### src/rtl/mem_arb_pkg.sv
// Shared definitions for the main-memory arbiter: FSM encodings, grant codes
// and default bus widths.
package mem_arb_pkg;

  localparam int ADDR_W_DEF = 28;
  localparam int DATA_W_DEF = 128;

  // State codes double as the GRANT value, so GRANT is the state register.
  typedef enum logic [1:0] {
    ST_IDLE    = 2'b00,
    ST_SERVE_I = 2'b01,
    ST_SERVE_D = 2'b10
  } arb_state_e;

  localparam logic [1:0] GRANT_NONE = 2'b00;
  localparam logic [1:0] GRANT_I    = 2'b01;
  localparam logic [1:0] GRANT_D    = 2'b10;

  // Data cache wins when it is alone or when the instruction cache went last.
  function automatic logic pick_d(input logic i_req, input logic d_req,
                                  input logic last_was_d);
    return d_req && (!i_req || !last_was_d);
  endfunction

endpackage

### src/rtl/mem_arb_watchdog.sv
// Saturating busy-cycle counter with a sticky timeout flag; it only reports a
// hung memory and never aborts the transfer.
module mem_arb_watchdog #(
  parameter int TIMEOUT_CYCLES = 255
) (
  input  logic CLK,
  input  logic RESET,
  input  logic count_en,
  input  logic clear,
  output logic TIMEOUT_ERR
);

  localparam int CNT_W = $clog2(TIMEOUT_CYCLES + 1);
  localparam logic [CNT_W-1:0] LIMIT = CNT_W'(TIMEOUT_CYCLES);

  logic [CNT_W-1:0] r_count;
  logic             r_err;

  always_ff @(posedge CLK or negedge RESET) begin
    if (!RESET) begin
      r_count <= '0;
      r_err   <= 1'b0;
    end else begin
      if (clear) begin
        r_count <= '0;
      end else if (count_en && (r_count != LIMIT)) begin
        r_count <= r_count + 1'b1;
      end
      // Flag rises together with the count reaching the limit.
      if (count_en && !clear && (r_count == LIMIT - 1'b1)) begin
        r_err <= 1'b1;
      end
    end
  end

  assign TIMEOUT_ERR = r_err;

endmodule

### src/rtl/mem_arbiter.sv
// Round-robin arbiter sharing one block-memory port between the instruction
// cache (reads) and the data cache (reads and write-backs).
module mem_arbiter
  import mem_arb_pkg::*;
#(
  parameter int ADDR_W         = ADDR_W_DEF,
  parameter int DATA_W         = DATA_W_DEF,
  parameter int TIMEOUT_CYCLES = 255
) (
  input  logic              CLK,
  input  logic              RESET,
  input  logic              I_READ,
  input  logic [ADDR_W-1:0] I_ADDRESS,
  output logic [DATA_W-1:0] I_READDATA,
  output logic              I_BUSYWAIT,
  input  logic              D_READ,
  input  logic              D_WRITE,
  input  logic [ADDR_W-1:0] D_ADDRESS,
  input  logic [DATA_W-1:0] D_WRITEDATA,
  output logic [DATA_W-1:0] D_READDATA,
  output logic              D_BUSYWAIT,
  output logic              MEM_READ,
  output logic              MEM_WRITE,
  output logic [ADDR_W-1:0] MEM_ADDRESS,
  output logic [DATA_W-1:0] MEM_WRITEDATA,
  input  logic [DATA_W-1:0] MEM_READDATA,
  input  logic              MEM_BUSYWAIT,
  output logic [1:0]        GRANT,
  output logic              TIMEOUT_ERR
);

  arb_state_e        r_state;
  logic              r_last_d;
  logic              r_mem_read;
  logic              r_mem_write;
  logic [ADDR_W-1:0] r_mem_addr;
  logic [DATA_W-1:0] r_mem_wdata;
  logic [DATA_W-1:0] r_i_rdata;
  logic [DATA_W-1:0] r_d_rdata;

  logic w_i_req;
  logic w_d_req;
  logic w_grant_d;
  logic w_i_done;
  logic w_d_done;
  logic w_done;
  logic w_busy_cnt;

  // Handshake: a cache holds x_REQ and its address until x_BUSYWAIT is low;
  // the cycle it sees x_BUSYWAIT low is the completion cycle and READDATA is
  // valid then. Memory completes a strobe in the cycle MEM_BUSYWAIT is low.
  assign w_i_req   = I_READ;
  assign w_d_req   = D_READ | D_WRITE;
  assign w_grant_d = pick_d(w_i_req, w_d_req, r_last_d);
  assign w_i_done  = (r_state == ST_SERVE_I) && !MEM_BUSYWAIT;
  assign w_d_done  = (r_state == ST_SERVE_D) && !MEM_BUSYWAIT;
  assign w_done    = w_i_done | w_d_done;
  assign w_busy_cnt = (r_state != ST_IDLE) && MEM_BUSYWAIT;

  always_ff @(posedge CLK or negedge RESET) begin
    if (!RESET) begin
      r_state     <= ST_IDLE;
      r_last_d    <= 1'b0;
      r_mem_read  <= 1'b0;
      r_mem_write <= 1'b0;
      r_mem_addr  <= '0;
      r_mem_wdata <= '0;
    end else begin
      case (r_state)
        ST_IDLE: begin
          if (w_grant_d) begin
            r_state     <= ST_SERVE_D;
            r_last_d    <= 1'b1;
            r_mem_addr  <= D_ADDRESS;
            r_mem_wdata <= D_WRITEDATA;
            // Read and write together is a write-back.
            r_mem_write <= D_WRITE;
            r_mem_read  <= !D_WRITE;
          end else if (w_i_req) begin
            r_state     <= ST_SERVE_I;
            r_last_d    <= 1'b0;
            r_mem_addr  <= I_ADDRESS;
            r_mem_read  <= 1'b1;
            r_mem_write <= 1'b0;
          end
        end
        ST_SERVE_I, ST_SERVE_D: begin
          if (w_done) begin
            r_state     <= ST_IDLE;
            r_mem_read  <= 1'b0;
            r_mem_write <= 1'b0;
          end
        end
        default: begin
          r_state     <= ST_IDLE;
          r_mem_read  <= 1'b0;
          r_mem_write <= 1'b0;
        end
      endcase
    end
  end

  always_ff @(posedge CLK or negedge RESET) begin
    if (!RESET) begin
      r_i_rdata <= '0;
      r_d_rdata <= '0;
    end else begin
      if (w_i_done) r_i_rdata <= MEM_READDATA;
      if (w_d_done) r_d_rdata <= MEM_READDATA;
    end
  end

  mem_arb_watchdog #(
    .TIMEOUT_CYCLES(TIMEOUT_CYCLES)
  ) u_watchdog (
    .CLK        (CLK),
    .RESET      (RESET),
    .count_en   (w_busy_cnt),
    .clear      (w_done),
    .TIMEOUT_ERR(TIMEOUT_ERR)
  );

  assign I_READDATA    = w_i_done ? MEM_READDATA : r_i_rdata;
  assign D_READDATA    = w_d_done ? MEM_READDATA : r_d_rdata;
  assign I_BUSYWAIT    = w_i_req && !w_i_done;
  assign D_BUSYWAIT    = w_d_req && !w_d_done;
  assign MEM_READ      = r_mem_read;
  assign MEM_WRITE     = r_mem_write;
  assign MEM_ADDRESS   = r_mem_addr;
  assign MEM_WRITEDATA = r_mem_wdata;
  assign GRANT         = r_state;

endmodule

### config.mk
export PLATFORM = sky130hd
export DESIGN_NAME = mem_arbiter
export DESIGN_NICKNAME = d
export VERILOG_FILES = /design/src/rtl/mem_arb_pkg.sv /design/src/rtl/mem_arb_watchdog.sv /design/src/rtl/mem_arbiter.sv
export SDC_FILE = /design/constraint.sdc
export NUM_CORES = 1
export LEC_CHECK = 0
export ABC_AREA = 1
export BUFFER_PORTS_ARGS = -buffer_cell sky130_fd_sc_hd__buf_4
export CELL_PAD_IN_SITES_DETAIL_PLACEMENT = 0
export CELL_PAD_IN_SITES_GLOBAL_PLACEMENT = 1
export CORE_AREA = 5 5 282 284
export CTS_CLUSTER_DIAMETER = 30
export DETAILED_ROUTE_END_ITERATION = 10
export DIE_AREA = 0 0 287 289
export GPL_ROUTABILITY_DRIVEN = 0
export PLACE_DENSITY = 0.6
export SETUP_SLACK_MARGIN = 0.02
export SLEW_MARGIN = 0
export SYNTH_ARGS = -nofsm -noshare
export SYNTH_HDL_FRONTEND = slang
export SYNTH_SLANG_ARGS = --single-unit
### constraint.sdc
create_clock -name CLK -period 1.7 [get_ports CLK]
set_clock_uncertainty 0.2 [all_clocks]
set_input_delay 0.255 -clock CLK [delete_from_list [all_inputs] [get_ports CLK]]
set_output_delay 0.255 -clock CLK [all_outputs]
set_load 0.01 [all_outputs]
==> impl_results.md <==
* Outcome: finished with violations
* Failing checks: hold timing, setup timing
* Worst Path Arrival at 2.26 ns
* Top area cells in the synthesized netlist: dfrtp_1 65%, nand2_1 14%, o21ai_0 7.6%, nand3_1 4.1%, inv_1 3.2%
* Fill cells at 7260
* Clock Sinks at 426
* Final hold slack at -0.277 ns
* WP data required at 1.24 ns
* Hpwl dp at 50300 microns
* Share of layout cells above drive strength 1 at 0.499
* Max-cap violation count at 0
* Synth top area share at 0.645
* Core Util, Final at 0.444
* Mapped Cells at 1774
* RSZ-0062 raised after global routing: yes
* Unique cell type count in the Yosys netlist at 22
* Residual DRC at 0
* CP max stage delay at 0.40 ns
* Initial core utilization at 0.215
* Root Driver: clkbuf_16
* Mapped cell area at 0.0165 sq mm
* CP max FO at 13
* Crit path max-delay family: buffers and inverters
* CTS tree: yes
* # hold bufs at CTS at 190
* Seq/Total Area, Yosys at 0.645
* Setup violators final at 610
* Post-synthesis register bit count at 426
* Initial antenna violation count at 1
* Die ar. at 0.0829 sq mm
* CTS Buf Count at 109
* Peak Freq at 369 MHz
* GRT Resource Usage Total at 0.162
* CP Launch Type: flip-flop
* Fin nets at 3329
* First-pass GRT wire length at 106000 microns
* Min-delay worst type: primary input to flip-flop
* WL per Instance at 18.0 microns
* Final Power at 69.9 mW
* Mean Syn Cell Area at 9.31 sq um
* Number of buffers added on ports at 736
* Placed cells at 3673
* DR vias at 17300
* Core area at 0.0768 sq mm
* Overall routed net length at 74700 microns
* Slew margin rel. at 0.337
* Final period util at 1.59
* Layout area overhead at 107%
* Clock slew at reported path FFs at 0.04 ns
* Row cnt at 102
* Critical path buffer and inverter count at 7
* I/O pin count at 737
* # H-tree levels at 3
* Vias in the first global route at 18200
* Crit. End Element: output pin
* Largest net degree at the start of global routing at 65
* Count of pins over their slew limit at 0
* Layout Cells excl Fill at 4141
* Cell Pwr Density at 2050 mW/mm^2
* Commonest non-fill, non-tap cell in the layout: buf_4
* Post-DRT Antenna Nets at 0
* Worst vdd ir at 1.32 mV
* Final worst path period need at 2.71 ns
* Worst-Skew Late Latency at 0.62 ns
* Critical path type: flip-flop to output pin
* Routed vias/inst at 4.17
* Die Ht at 289 microns
* Clock Tree Buf Depth at 3
* Most used cell, CP: inv_2
* Crit-path cells: inv_2 > ha_4 > inv_2 > nor2_4 > buf_12 > inv_16 > buf_16 > buf_4 > o21ai_4 > buf_6
* Critical-path top delay cell: dfrtp_1
* YS warnings at 0
* Die extent in x at 287 microns
* DR iter-0 viols at 593
* Worst-Margin Slew at 0.992 ns
* Grt ovf at 0
* Leading area contributor after synthesis: dfrtp_1
* Post-route setup slack at -1.01 ns
* Fin. Hold Viols at 253
* Pleak at 17.3 nW
* 1st-pass router iterations at 5
* Post-synthesis net count at 2097
* Most frequent cells in the layout: 872 x buf_4, 515 x nand2_1, 426 x dfrtp_1, 190 x dlygate4sd3_1, 138 x inv_1
cell type report:
type | count | area (sq um) | share of cell area
diodes | 1 | 2.50 | 0.0000733
clock buffers | 139 | 3010 | 0.0883
clock inverters | 66 | 857 | 0.0251
inverters | 146 | 569 | 0.0167
multi-input cells | 1094 | 6570 | 0.193
flip-flops and latches | 426 | 10700 | 0.312
well taps | 1040 | 1300 | 0.0381
repair buffers | 1227 | 11100 | 0.326
repair inverters | 2 | 40.0 | 0.00117
stage by stage:
| step | TNS (ns) | area [sq um] | worst slack, ns |
|---|---|---|---|
| global route | -351.76 | 34100 | -1.12 |
| finish | -280.97 | 34100 | -1.01 |
| detailed placement | -138.56 | 25300 | -0.774 |
| CTS | -293.30 | 32100 | -1.07 |
| floorplan | -59.88 | 16900 | -0.273 |
| global placement | -144.76 | 25300 | -0.743 |
worst reg2reg max path, stage by stage (launching register included):
cell	delay [ns]
dfrtp_1	0.40
buf_6	0.14
ha_4	0.19
buf_12	0.15
nand2_8	0.12
buf_12	0.13
inv_4	0.04
nor2_4	0.11
nand2_1	0.12
nand2_1	0.15
nand2_1	0.07
o21ai_0	0.09
synth_stat cells, drive strengths merged:
cell type and count:
a31oi 28, inv 146, o21bai 3, nand2 607
buf 78, nand3 136, nor2 41, clkbuf 33
or2 1, ha 5, xor2 1, dfrtp 426
o21ai 262, o22ai 1, a21oi 2, nand4 4
layer usage:
layer | up-vias | global-route usage | wire length [microns]
met5 | - | 0 | 0
met2 | 630 | 0.285 | 37900
met4 | 0 | 0.0681 | 2780
met1 | 8269 | 0.183 | 28400
met3 | 146 | 0.0504 | 5600
li1 | 8232 | - | -
final timing paths:
check / from / endpoint / slack (ns) / cells past startpoint
worst min-delay path: MEM_READDATA[69] / r_d_rdata[69]$_DFF_PN0_ / -0.28 / 3
worst max register to register: GRANT[0]$_DFFE_PN0P_ / MEM_WRITE$_DFFE_PN0P_ / -0.30 / 11
max in group asynchronous: RESET / r_d_rdata[5]$_DFF_PN0_ / -0.20 / 3
worst min register to register: r_d_rdata[8]$_DFF_PN0_ / r_d_rdata[8]$_DFF_PN0_ / 0.27 / 2
min in group asynchronous: RESET / r_i_rdata[17]$_DFF_PN0_ / 0.09 / 3
worst max-delay path: GRANT[0]$_DFFE_PN0P_ / D_READDATA[90] / -1.01 / 10
what timing repair did:
item,CTS,global route
setup endpoints to repair,732,739
resized for setup,270,429
endpoints found under the hold margin,842,256
setup buffers,20,23
pin swaps,4,10
gates cloned,9,21
logic make-up (layout without fill, tap and decap cells):
kind of cell / count (synthesis) / count (layout) / share of synthesized area
and+or+nand+nor: 789 / 792 / 0.192
DFF: 426 / 426 / 0.645
AOI/OAI and AO/OA: 296 / 296 / 0.0928
buffers and inverters: 257 / 1580 / 0.0656
adders and majority gates: 5 / 5 / 0.00379
xor gates and xnor gates: 1 / 1 / 0.000530
other: 0 / 1 / 0
state kept, by name, summed over array words and instances (netlist names):
signal and flops:
MEM_WRITE 1, GRANT 2, u_watchdog.TIMEOUT_ERR 1, u_watchdog.r_count 8, r_last_d 1, MEM_ADDRESS 28
MEM_WRITEDATA 128, MEM_READ 1, r_d_rdata 128, r_i_rdata 128
power breakdown:
part / switching [mW] / internal, mW / total (mW)
Combinational: 15.7 / 15.9 / 31.6
Sequential: 2.17 / 14.9 / 17.0
Clock: 6.53 / 14.8 / 21.3
Total: 24.4 / 45.5 / 69.9
Note: power is estimated with default switching activity, not from simulation.
